--- config.mk ---
export PLATFORM = sky130hd
export DESIGN_NAME = data_mem_access_unit_flat
export DESIGN_NICKNAME = d
export VERILOG_FILES = /design/src/rtl/data_mem_access_unit_pkg.sv /design/src/rtl/data_mem_access_unit_if.sv /design/src/rtl/data_mem_access_unit_beat.sv /design/src/rtl/data_mem_access_unit.sv /design/src/flat_wrapper.sv
export SDC_FILE = /design/constraint.sdc
export NUM_CORES = 1
export LEC_CHECK = 0
export ABC_AREA = 1
export CAP_MARGIN = 40
export CORE_MARGIN = 5
export CORE_UTILIZATION = 44
export CTS_CLUSTER_SIZE = 40
export DETAILED_ROUTE_END_ITERATION = 16
export PLACE_DENSITY = 0.67
export REMOVE_ABC_BUFFERS = 1
export SLEW_MARGIN = 20
export SYNTH_ARGS = -nofsm -noshare
export SYNTH_HDL_FRONTEND = slang
export SYNTH_SLANG_ARGS = --single-unit
--- constraint.sdc ---
create_clock -name clk -period 8.3 [get_ports clk]
set_clock_uncertainty 0.15 [all_clocks]
set_input_delay 1.66 -clock clk [delete_from_list [all_inputs] [get_ports clk]]
set_output_delay 1.66 -clock clk [all_outputs]
set_load 0.02 [all_outputs]
--- src/rtl/data_mem_access_unit_pkg.sv ---
// Shared types and constants for the byte-serial data-memory port.
package riscv_mem_pkg;

  typedef enum logic [2:0] {
    IDLE,
    RD,
    RD_LAST,
    WR,
    DONE,
    ERR
  } mem_state_t;

  localparam logic [1:0] MEM_CTRL_READ  = 2'b10;
  localparam logic [1:0] MEM_CTRL_WRITE = 2'b01;
  localparam logic [1:0] MEM_CTRL_IDLE  = 2'b00;

  localparam int BEATS_PER_WORD = 4;

  // Word access touches address..address+3; computed in 33 bits so it never wraps.
  function automatic logic word_out_of_range(input logic [31:0] addr, input int unsigned mem_size);
    logic [32:0] w_last;
    w_last = {1'b0, addr} + 33'd3;
    return w_last >= 33'(mem_size);
  endfunction

endpackage

--- src/rtl/data_mem_access_unit_if.sv ---
// Bundles the pipeline-side request/response signals and the byte-wide SRAM port.
interface data_mem_access_unit_if #(
  parameter int ADDR_W = 9
);
  logic [1:0]        mem_ctrl_input;
  logic [31:0]       address;
  logic [31:0]       w_data;
  logic [31:0]       read_data;
  logic              mem_busy;
  logic              mem_done;
  logic              mem_err;
  logic [ADDR_W-1:0] sram_addr;
  logic              sram_re;
  logic              sram_we;
  logic [7:0]        sram_wdata;
  logic [7:0]        sram_rdata;

  // The access unit itself.
  modport slave (
    input  mem_ctrl_input, address, w_data, sram_rdata,
    output read_data, mem_busy, mem_done, mem_err,
           sram_addr, sram_re, sram_we, sram_wdata
  );

  // The pipeline plus SRAM surrounding the unit.
  modport master (
    output mem_ctrl_input, address, w_data, sram_rdata,
    input  read_data, mem_busy, mem_done, mem_err,
           sram_addr, sram_re, sram_we, sram_wdata
  );
endinterface

--- src/rtl/data_mem_access_unit_beat.sv ---
// Beat counter for one word access: holds the base byte address and produces base+beat.
module mem_beat_gen
  import riscv_mem_pkg::*;
#(
  parameter int ADDR_W = 9
) (
  input  logic              clk,
  input  logic              reset,
  input  logic              i_load,
  input  logic              i_advance,
  input  logic [ADDR_W-1:0] i_base,
  output logic [1:0]        o_beat,
  output logic              o_last,
  output logic [ADDR_W-1:0] o_addr
);

  logic [ADDR_W-1:0] r_base;
  logic [1:0]        r_beat;

  always_ff @(posedge clk or posedge reset) begin
    if (reset) begin
      r_base <= '0;
      r_beat <= '0;
    end else if (i_load) begin
      r_base <= i_base;
      r_beat <= '0;
    end else if (i_advance) begin
      r_beat <= r_beat + 2'd1;
    end
  end

  assign o_beat = r_beat;
  assign o_last = (r_beat == 2'(BEATS_PER_WORD - 1));
  assign o_addr = r_base + ADDR_W'(r_beat);

endmodule

--- src/rtl/data_mem_access_unit.sv ---
// Serialises 32-bit loads/stores into four little-endian byte beats on a synchronous SRAM.
module data_mem_access_unit
  import riscv_mem_pkg::*;
#(
  parameter int MEM_SIZE = 512,
  parameter int ADDR_W   = 9
) (
  input logic                   clk,
  input logic                   reset,
  data_mem_access_unit_if.slave bus
);

  mem_state_t        r_state;
  mem_state_t        w_state_next;
  logic [31:0]       r_wdata;
  logic [23:0]       r_shadow;
  logic [31:0]       r_read_data;

  logic [1:0]        w_req;
  logic              w_bad;
  logic              w_load;
  logic              w_advance;
  logic [1:0]        w_beat;
  logic              w_last;
  logic [ADDR_W-1:0] w_beat_addr;
  logic [7:0]        w_wbyte [BEATS_PER_WORD];

  assign w_req  = bus.mem_ctrl_input;
  assign w_bad  = (w_req == 2'b11) || word_out_of_range(bus.address, MEM_SIZE);
  assign w_load = (r_state == IDLE) && ((w_state_next == RD) || (w_state_next == WR));

  genvar gi;
  generate
    for (gi = 0; gi < BEATS_PER_WORD; gi++) begin : g_wbyte
      assign w_wbyte[gi] = r_wdata[8*gi +: 8];
    end
  endgenerate

  mem_beat_gen #(
    .ADDR_W (ADDR_W)
  ) u_beat (
    .clk       (clk),
    .reset     (reset),
    .i_load    (w_load),
    .i_advance (w_advance),
    .i_base    (bus.address[ADDR_W-1:0]),
    .o_beat    (w_beat),
    .o_last    (w_last),
    .o_addr    (w_beat_addr)
  );

  always_ff @(posedge clk or posedge reset) begin
    if (reset) begin
      r_state <= IDLE;
    end else begin
      r_state <= w_state_next;
    end
  end

  always_comb begin
    w_state_next = r_state;
    w_advance    = 1'b0;
    case (r_state)
      IDLE: begin
        if (w_req != MEM_CTRL_IDLE) begin
          if (w_bad)                       w_state_next = ERR;
          else if (w_req == MEM_CTRL_READ) w_state_next = RD;
          else                             w_state_next = WR;
        end
      end
      RD: begin
        w_advance = 1'b1;
        if (w_last) w_state_next = RD_LAST;
      end
      RD_LAST: w_state_next = DONE;
      WR: begin
        w_advance = 1'b1;
        if (w_last) w_state_next = DONE;
      end
      DONE:    w_state_next = IDLE;
      ERR:     w_state_next = IDLE;
      default: w_state_next = IDLE;
    endcase
  end

  // SRAM data lags the strobe by one cycle, so beat b delivers the byte requested in beat b-1.
  always_ff @(posedge clk or posedge reset) begin
    if (reset) begin
      r_wdata     <= '0;
      r_shadow    <= '0;
      r_read_data <= '0;
    end else begin
      if (w_load) r_wdata <= bus.w_data;
      if (r_state == RD) begin
        for (int i = 0; i < BEATS_PER_WORD - 1; i++) begin
          if (w_beat == 2'(i + 1)) r_shadow[8*i +: 8] <= bus.sram_rdata;
        end
      end
      if (r_state == RD_LAST) r_read_data <= {bus.sram_rdata, r_shadow};
    end
  end

  assign bus.read_data  = r_read_data;
  assign bus.mem_busy   = (r_state == RD) || (r_state == RD_LAST) || (r_state == WR);
  assign bus.mem_done   = (r_state == DONE);
  assign bus.mem_err    = (r_state == ERR);
  assign bus.sram_re    = (r_state == RD);
  assign bus.sram_we    = (r_state == WR);
  assign bus.sram_addr  = ((r_state == RD) || (r_state == WR)) ? w_beat_addr : '0;
  assign bus.sram_wdata = (r_state == WR) ? w_wbyte[w_beat] : 8'h00;

endmodule

--- src/flat_wrapper.sv ---
// flat-port wrapper written by rule: the top's interface ports become plain ports
module data_mem_access_unit_flat import riscv_mem_pkg::*;
#(
  parameter int MEM_SIZE = 512,
  parameter int ADDR_W   = 9
)
  (clk, reset, bus_mem_ctrl_input, bus_address, bus_w_data, bus_sram_rdata, bus_read_data, bus_mem_busy, bus_mem_done, bus_mem_err, bus_sram_addr, bus_sram_re, bus_sram_we, bus_sram_wdata);
  data_mem_access_unit_if #(.ADDR_W(ADDR_W)) bus_i ();
  input logic clk;
  input logic reset;
  input wire logic [$bits(bus_i.mem_ctrl_input)-1:0] bus_mem_ctrl_input;
  input wire logic [$bits(bus_i.address)-1:0] bus_address;
  input wire logic [$bits(bus_i.w_data)-1:0] bus_w_data;
  input wire logic [$bits(bus_i.sram_rdata)-1:0] bus_sram_rdata;
  output wire logic [$bits(bus_i.read_data)-1:0] bus_read_data;
  output wire logic [$bits(bus_i.mem_busy)-1:0] bus_mem_busy;
  output wire logic [$bits(bus_i.mem_done)-1:0] bus_mem_done;
  output wire logic [$bits(bus_i.mem_err)-1:0] bus_mem_err;
  output wire logic [$bits(bus_i.sram_addr)-1:0] bus_sram_addr;
  output wire logic [$bits(bus_i.sram_re)-1:0] bus_sram_re;
  output wire logic [$bits(bus_i.sram_we)-1:0] bus_sram_we;
  output wire logic [$bits(bus_i.sram_wdata)-1:0] bus_sram_wdata;
  assign bus_i.mem_ctrl_input = bus_mem_ctrl_input;
  assign bus_i.address = bus_address;
  assign bus_i.w_data = bus_w_data;
  assign bus_i.sram_rdata = bus_sram_rdata;
  assign bus_read_data = bus_i.read_data;
  assign bus_mem_busy = bus_i.mem_busy;
  assign bus_mem_done = bus_i.mem_done;
  assign bus_mem_err = bus_i.mem_err;
  assign bus_sram_addr = bus_i.sram_addr;
  assign bus_sram_re = bus_i.sram_re;
  assign bus_sram_we = bus_i.sram_we;
  assign bus_sram_wdata = bus_i.sram_wdata;
  data_mem_access_unit #(.MEM_SIZE(MEM_SIZE), .ADDR_W(ADDR_W)) u_core (.clk(clk), .reset(reset), .bus(bus_i));
endmodule
==> out/qor.csv, run 1 <==
metric,value,unit
R2R Path Start,u_core.u_beat.o_beat[0]$_DFFE_PP0P_,
gr ovfl total,0,
sequential group share of total power,38.0,%
Die Span Y,124.3,um
Slew HR,45.20,%
Final Setup Violations,0,
Post-Synth Simple-Gate Area,35.79,%
Starting Density,45.17,%
vias in the first global route,5453,
Buf/Inv on CP,2,
TritonCTS buffer count,9,
setup_tns,0,ns
GP Congestion,0.9559,
first-pass GRT wire length,27.30,mm
Final min period,4.975,ns
Total Nets Final,978,
YS warnings,0,
Hold Path Class,reg2reg,
CP startpoint,u_core.u_beat.o_beat[0]$_DFFE_PP0P_,
Fin Hold WS,0.3266,ns
crit path kind,reg2out,
pin count of the biggest net entering global routing,53,
Compound-Gate Fraction of Synth Area,6.836,%
Final Cycle Share,59.94,%
Post-Synthesis Cells,778,
Clock power frac,21.0,%
placed insts,1057,
main combinational cell family by area after synthesis,simple AND/OR/NAND/NOR gates,
H-tree levels,3,
core area,0.01272,sq mm
Logic pwr share,41.0,%
switch share,37.70,%
min-delay src,u_core.r_wdata[27]$_DFFE_PP0P_,
post-synthesis adder-cell area fraction,1.437,%
clock sinks,102,
# DRC,0,
switching power total,744.6,uW
worst-skew pair later-pin latency,0.34,ns
reported max-cap violation count,0,
CP top delay family,flip-flops,
flop and latch count out of synthesis,102,
DR WL/cell,15.05,um
Ant. Diodes,0,
share of cells above drive strength 1,6.667,%
Buffers on Ports,129,
# hold bufs at CTS,0,
Clk Tree Root Cell,clkbuf_16,
synthesized cell area,0.005747,sq mm
Final ANT Viol Nets,0,
max-slew violation count,0,
Die Area,0.01545,sq mm
post-synthesis mux area share,4.703,%
initial DRC count,510,
CP endpoint kind,output port,
Int Pwr,1.230,mW
DR pass1 iterations,5,
post-synth cell types,25,
worst slew pin tran,0.8220,ns
PD cells,264.4,mW/mm^2
Max Root-Sink Buffers,2,
final std cells w/o fill,1072,
CTS tree,yes,
WP data required,6.49,ns
"Slowest-stage cell, CP",dfrtp_1,
syn avg cell area,7.387,sq um
RSZ-0062 raised after global routing,no,
Vias,5643,
Final Hold Vio Count,0,
"Cell Area, Placed",0.007183,sq mm
Vias/cell,5.264,
Layout Area Growth over Synthesis,30.00,%
CP Data Arrival Time,3.17,ns
design area,0.007471,sq mm
Lkg Pwr,3.526,nW
Clock transition at path regs,0.07,ns
# resized after CTS,0,
Setup Buffers After CTS,0,
peak supply drop,0.1310,mV
CP Launch Type,register,
initial antenna violation count,0,
CP max FO,21,
crit-path cells,"ha_1, fa_1, nand2_1, inv_1, nand2_1, nor2_1, nand3_1, nor2_1, o21ai_0, a21oi_1, clkdlybuf4s50_1",
All-Layer GR Usage,20.95,%
die extent in x,124.3,um
fmax,201.0,MHz
placed wire-length estimate,11.95,mm
status,completed,
crit-path max cell delay,0.88,ns
Synth Area in XOR/XNOR,0.1524,%
post-synthesis sequential area ratio,44.42,%
FP Rows,41,
Ports,130,
WL final,16.13,mm
[power by group through the flow]
stage               sequential [mW]  clock, mW  combinational [mW]
CTS                           0.752      0.421               0.817
global route                  0.771      0.445               0.890
floorplan                     0.826          0               0.361
detailed placement            0.761          0               0.812
finish                        0.751      0.414               0.810
global placement              0.754          0               0.786
[cell usage in the layout (no fill, tap or decap), drive strengths merged]
| cell type | n |
|---|---|
| clkdlybuf4s50 | 129 |
| nor3 | 3 |
| nand2 | 280 |
| buf | 5 |
| nor2 | 124 |
| nand3b | 10 |
| clkinv | 3 |
| bufinv | 1 |
| mux2 | 24 |
| nand4 | 45 |
| xor2 | 1 |
| inv | 58 |
| ha | 5 |
| dfrtp | 102 |
| o21bai | 1 |
| a21oi | 15 |
| fa | 1 |
| o21ai | 62 |
| clkbuf | 10 |
| clkinvlp | 2 |
| and2 | 1 |
| nand3 | 18 |
[sequential cells by signal, summed over array words and instances, names as in the netlist]
register,count
u_core.u_beat.o_beat,2
u_core.u_beat.r_base,9
u_core.r_state,3
u_core.r_wdata,32
u_core.bus.read_data,32
u_core.r_shadow,24
[through the flow]
stage	util (%)	total power, mW	worst slack, ns
detailed placement	56.46	1.573	3.527
finish	58.72	1.975	3.325
CTS	58.72	1.990	3.343
global route	58.72	2.105	3.074
floorplan	-	1.187	3.815
global placement	56.03	1.539	3.447
[cell usage after synthesis]
cell | n | area, sq um
clkbuf_1 | 19 | 71.32
inv_1 | 57 | 214.0
nor2_2 | 6 | 37.54
nand3_2 | 1 | 10.01
clkinv_1 | 2 | 7.510
nand4_4 | 1 | 21.27
dfrtp_1 | 102 | 2552
nor2_1 | 114 | 427.9
o21ai_1 | 2 | 10.01
o21ai_0 | 60 | 300.3
nand3_1 | 17 | 85.08
nand3b_1 | 10 | 75.07
nand2_1 | 277 | 1040
a21oi_1 | 15 | 75.07
nor2_4 | 4 | 45.04
nand2_2 | 3 | 18.77
and2_1 | 1 | 6.260
fa_1 | 1 | 20.02
buf_6 | 8 | 90.09
xor2_1 | 1 | 8.760
o21bai_1 | 1 | 7.510
nand4_1 | 44 | 275.3
mux2_2 | 24 | 270.3
ha_1 | 5 | 62.56
nor3_1 | 3 | 15.01
[layer usage]
metal  up-vias  share of wire [%]  global-route usage [%]
met4         0               0.86                   4.771
met2       224                 46                   32.51
met5         -                  0                       0
met1      2657                 46                   29.70
li1       2751                  -                       -
met3        11                7.1                   5.146
[tightest hold or removal path, cell delays in order, from the launching register on]
cell	delay, ns
dfrtp_1	0.34
nand2_1	0.05
nand2_1	0.05
[cell type report]
| class | count | area (sq um) |
|---|---|---|
| fillers | 1213 | 5251 |
| clock buffers | 10 | 229.0 |
| flip-flops and latches | 102 | 2552 |
| inverters | 59 | 224.0 |
| multi-input cells | 590 | 2823 |
| well taps | 172 | 215.2 |
| clock inverters | 5 | 58.81 |
| repair buffers | 134 | 1369 |
[path summary, 6_finish.rpt]
kind                                                       end  cells after the start  slack, ns
min in group asynchronous  u_core.bus.read_data[0]$_DFFE_PP0P_                      2       1.58
setup reg to reg           u_core.u_beat.r_base[2]$_DFFE_PP0P_                      5       5.43
hold reg to reg                 u_core.r_wdata[27]$_DFFE_PP0P_                      2       0.33
hold / removal                  u_core.r_wdata[27]$_DFFE_PP0P_                      2       0.33
setup / recovery                              bus_sram_addr[8]                     11       3.32
max in group asynchronous  u_core.u_beat.o_beat[0]$_DFFE_PP0P_                      3       5.26
[cells by family (layout without fill, tap and decap cells)]
| logic type | count (synthesis) | in the layout |
|---|---|---|
| mux | 24 | 24 |
| buf+inv | 86 | 208 |
| compound gates | 78 | 78 |
| simple gates | 481 | 481 |
| flops | 102 | 102 |
| fa+ha+maj | 6 | 6 |
| xor+xnor | 1 | 1 |
No activity file was read; power rests on OpenSTA's default activity.
==> inputs of run 2 (changes only) <==
clock period = 4.7 ns   (was 8.3 ns; I/O delays follow)
==> run 2 against run 1 <==
- count of clock-buffer cells in the layout did not move
- die area did not move
- via count fell by 1.6%
- first-iteration DRC count fell by 7.3%
- critical endpoint unchanged
- sequential power rose by 72%
- non-clock buffer count rose by 3
- register-to-register slack got worse by 3.4 ns
- final cell count rose by 0.37%
- power rose by 77%
==> out/qor.csv, run 2 (synthesis gave the netlist of run 1 again) <==
metric,value,unit
CP Launch Type,register,
DR pass1 iterations,5,
WP data required,3.61,ns
Die Span Y,124.3,um
GP Congestion,0.9371,
min-delay src,u_core.r_wdata[24]$_DFFE_PP0P_,
Total Nets Final,981,
FP Rows,41,
PD cells,465.8,mW/mm^2
Clk Tree Root Cell,clkbuf_16,
placed wire-length estimate,12.14,mm
Die Area,0.01545,sq mm
FF-to-FF End,u_core.r_wdata[13]$_DFFE_PP0P_,
Final Cycle Share,82.98,%
clock sinks,102,
WL final,16.05,mm
R2R Path Start,u_core.u_beat.o_beat[1]$_DFFE_PP0P_,
CP max FO,14,
peak supply drop,0.2212,mV
All-Layer GR Usage,20.97,%
vias in the first global route,5580,
Lkg Pwr,3.550,nW
Buffers on Ports,129,
# hold bufs at CTS,0,
CP startpoint,u_core.u_beat.o_beat[1]$_DFFE_PP0P_,
"most common cell after layout, fill and taps aside",nand2_1,
reported max-cap violation count,0,
Final min period,3.900,ns
fmax,256.4,MHz
die extent in x,124.3,um
final std cells w/o fill,1076,
gr ovfl total,0,
Ports,130,
status,completed,
Clock transition at path regs,0.07,ns
Vias,5554,
first-pass GRT wire length,27.16,mm
DR WL/cell,14.92,um
CTS tree,yes,
R2R setup slack,1.99,ns
Starting Density,45.17,%
initial DRC count,473,
Vias/cell,5.162,
placed insts,1060,
most frequent cells in the layout,"nand2_1 (277), clkdlybuf4s50_1 (129), nor2_1 (114), dfrtp_1 (102), o21ai_0 (60)",
TritonCTS buffer count,9,
"Slowest-stage cell, CP",dfrtp_1,
pin count of the biggest net entering global routing,50,
Slew HR,56.31,%
share of cells above drive strength 1,7.080,%
Hold Path Sink,u_core.r_wdata[24]$_DFFE_PP0P_,
Buf/Inv on CP,2,
H-tree levels,3,
core area,0.01272,sq mm
CP Data Arrival Time,2.81,ns
# DRC,0,
crit-path max cell delay,0.72,ns
crit-path cells,"fa_1, nand2_1, inv_1, nand2_1, nor2_1, nand3_1, nor2_1, o21ai_0, a21oi_1, clkdlybuf4s50_1",
RSZ-0062 raised after global routing,no,
hold path cells,2,
worst slew pin tran,0.6540,ns
CP top delay family,flip-flops,
setup_tns,0,ns
Layout Area Growth over Synthesis,30.44,%
initial antenna violation count,0,
crit path kind,reg2out,
Ant. Diodes,0,
R2R depth,6,
CP endpoint kind,output port,
Final ANT Viol Nets,0,
max-slew violation count,0,
Hold Path Class,reg2reg,
Final Setup Violations,0,
Max Root-Sink Buffers,2,
# resized after CTS,0,
Final Hold Vio Count,0,
worst-skew pair later-pin latency,0.34,ns
Setup Buffers After CTS,0,
-- run 2: cell count changes in the layout (fill, tap and decap cells not counted), sizes merged --
cell	previous run	this run
buf	5	8
clkinvlp	2	0
inv	58	60
clkinv	3	4
-- run 2: area by class of cell --
| type | count | area (sq um) |
|---|---|---|
| Fill cell | 1204 | 5226 |
| Tap cell | 172 | 215.2 |
| Clock buffer | 10 | 229.0 |
| Sequential cell | 102 | 2552 |
| Multi-Input combinational cell | 590 | 2823 |
| Clock inverter | 6 | 68.82 |
| Inverter | 59 | 224.0 |
| Timing Repair Buffer | 137 | 1384 |
-- run 2: worst reg2reg max path: cells and delay by family (launching register included) --
kind | cells | cell delay, ns
flops | 1 | 0.60
compound gates | 1 | 0.16
simple gates | 3 | 0.90
buf+inv | 1 | 0.42
fa+ha+maj | 1 | 0.37
-- run 2: stage by stage --
stage / worst slack [ns] / total power [mW] / area (sq um) / utilization [%] / hold slack (ns)
after global placement: 0.7391 / 2.724 / 7171 / 56.36 / 0.3075
after global routing: 0.5157 / 3.729 / 7496 / 58.92 / 0.3453
after detailed placement: 0.7416 / 2.769 / 7198 / 56.58 / 0.3112
after floorplan: 0.9345 / 2.096 / 5585 / - / 0.2942
final: 0.7999 / 3.492 / 7496 / 58.92 / 0.3294
after CTS: 0.7808 / 3.527 / 7496 / 58.92 / 0.3305
-- run 2: worst max-delay path by stage --
stage	end	slack, ns	cells past startpoint
final	bus_sram_addr[8]	0.80	10
after global routing	bus_sram_addr[8]	0.52	10
after CTS	bus_sram_addr[8]	0.78	10
after detailed placement	u_core.r_wdata[13]$_DFFE_PP0P_	0.74	14
after global placement	u_core.r_wdata[9]$_DFFE_PP0P_	0.74	16
after floorplan	u_core.bus.read_data[0]$_DFFE_PP0P_	0.93	1
-- run 2: layer usage --
layer | GRT usage [%] | vias up | wire [um]
met5 | 0 | - | 0
met4 | 8.575 | 0 | 415
met3 | 4.674 | 31 | 989
met2 | 31.49 | 181 | 7081
met1 | 29.31 | 2594 | 7565
li1 | - | 2748 | -
-- run 2: report_power, final --
group / total [mW] / switching [mW] / leakage, nW / internal (mW)
sequential: 1.29 / 0.155 / 1.32 / 1.14
combinational: 1.45 / 0.826 / 2.08 / 0.620
clock: 0.751 / 0.332 / 0.149 / 0.419
==> inputs of run 3 (changes only) <==
PLACE_DENSITY = 0.7   (was 0.67)
clock period = 3.5 ns   (was 4.7 ns; I/O delays follow)
==> run 3 against run 2 <==
- first-iteration DRC count grew 5.3%
- worst hold slack about the same
- largest cell class unchanged
- wire length up 0.85%
==> out/qor.csv, run 3 (synthesis gave the netlist of run 1 again) <==
metric,value,unit
status,completed,
Final ANT Viol Nets,0,
clock sinks,102,
vias in the first global route,5293,
Hold Path Class,reg2reg,
peak supply drop,0.2956,mV
Setup Buffers After CTS,0,
Final Hold Vio Count,0,
Starting Density,45.17,%
DR WL/cell,14.98,um
Vias,5510,
die extent in x,124.3,um
# DRC,0,
H-tree levels,3,
"Cell Area, Placed",0.007253,sq mm
pin count of the biggest net entering global routing,54,
reported max-cap violation count,0,
first-pass GRT wire length,26.83,mm
FP Rows,41,
Buffers on Ports,129,
fmax,298.8,MHz
Slew HR,58.62,%
RSZ-0062 raised after global routing,no,
"most common cell after layout, fill and taps aside",nand2_1,
WL final,16.19,mm
Clk Tree Root Cell,clkbuf_16,
GP Congestion,0.9726,
most frequent cells in the layout,"nand2_1 (277), clkdlybuf4s50_1 (128), nor2_1 (113), dfrtp_1 (102), o21ai_0 (60)",
TritonCTS buffer count,9,
WP data required,2.65,ns
setup_tns,0,ns
placed wire-length estimate,11.96,mm
CP Launch Type,register,
# hold bufs at CTS,0,
Die Area,0.01545,sq mm
final std cells w/o fill,1081,
Vias/cell,5.097,
fillers,1229,
gr ovfl total,0,
Layout Area Growth over Synthesis,31.85,%
Ports,130,
share of cells above drive strength 1,7.921,%
Lkg Pwr,3.597,nW
worst slew pin tran,0.6207,ns
Ant. Diodes,0,
PD cells,633.5,mW/mm^2
Final min period,3.347,ns
worst-skew pair later-pin latency,0.35,ns
DR pass1 iterations,5,
initial antenna violation count,0,
All-Layer GR Usage,20.72,%
crit path kind,reg2out,
CP endpoint kind,output port,
CTS tree,yes,
CP max FO,3,
Final Cycle Share,95.63,%
max-slew violation count,0,
Clock transition at path regs,0.08,ns
core area,0.01272,sq mm
Max Root-Sink Buffers,2,
placed insts,1065,
design area,0.007577,sq mm
Total Nets Final,986,
initial DRC count,498,
Die Span Y,124.3,um
Final Setup Violations,0,
CP Data Arrival Time,2.50,ns
Fin Hold WS,0.3295,ns
## run 3: final cells by class
cell class,count,area (sq um),share of cell area [%]
flip-flops and latches,102,2552,33.69
inverters,59,224.0,2.956
multi-input cells,590,2825,37.29
clock inverters,7,97.59,1.288
well taps,172,215.2,2.840
clock buffers,9,225.2,2.972
repair buffers,142,1438,18.97
## run 3: layer usage
metal / track usage [%] / vias to the layer above / wire (um)
met4: 4.191 / 0 / 157
met1: 30.28 / 2541 / 7874
met5: 0 / - / 0
met3: 3.945 / 17 / 975
li1: - / 2762 / -
met2: 32.22 / 190 / 7181
## run 3: path summary, 6_finish.rpt
| kind | start | slack, ns | cells after the start | end |
|---|---|---|---|---|
| max | u_core.u_beat.r_base[0]$_DFFE_PP0P_ | 0.15 | 11 | bus_sram_addr[8] |
| min | u_core.r_wdata[15]$_DFFE_PP0P_ | 0.33 | 2 | u_core.r_wdata[15]$_DFFE_PP0P_ |
| max reg2reg | u_core.r_state[0]$_DFF_PP0_ | 1.21 | 6 | u_core.r_shadow[17]$_DFFE_PP0P_ |
| min reg2reg | u_core.r_wdata[15]$_DFFE_PP0P_ | 0.33 | 2 | u_core.r_wdata[15]$_DFFE_PP0P_ |
| max in group asynchronous | reset | 1.86 | 3 | u_core.u_beat.r_base[1]$_DFFE_PP0P_ |
| min in group asynchronous | reset | 0.64 | 2 | u_core.bus.read_data[20]$_DFFE_PP0P_ |
## run 3: power breakdown
group / switching (mW) / internal, mW
clock: 0.507 / 0.584
combinational: 1.14 / 0.847
sequential: 0.197 / 1.53
## run 3: repair_timing
item,CTS,global route
resized for setup,1,2
setup endpoints to repair,1,4
hold endpoints to repair,0,0
## run 3: stage by stage
step,worst slack (ns),total power [mW],util [%]
global route,0.003100,5.123,59.56
global placement,0.1468,3.683,57.01
finish,0.1530,4.801,59.56
floorplan,-0.02548,2.815,-
detailed placement,0.1444,3.739,57.01
CTS,0.08053,4.843,59.54
## run 3: critical path, stage by stage, from the launching register on
cell,delay (ns)
dfrtp_1,0.36
ha_1,0.19
fa_1,0.19
nand2_1,0.05
inv_1,0.07
nand2_1,0.07
nor2_1,0.13
nand3_1,0.10
nor2_1,0.21
o21ai_0,0.14
a21oi_1,0.25
dlygate4sd2_1,0.38
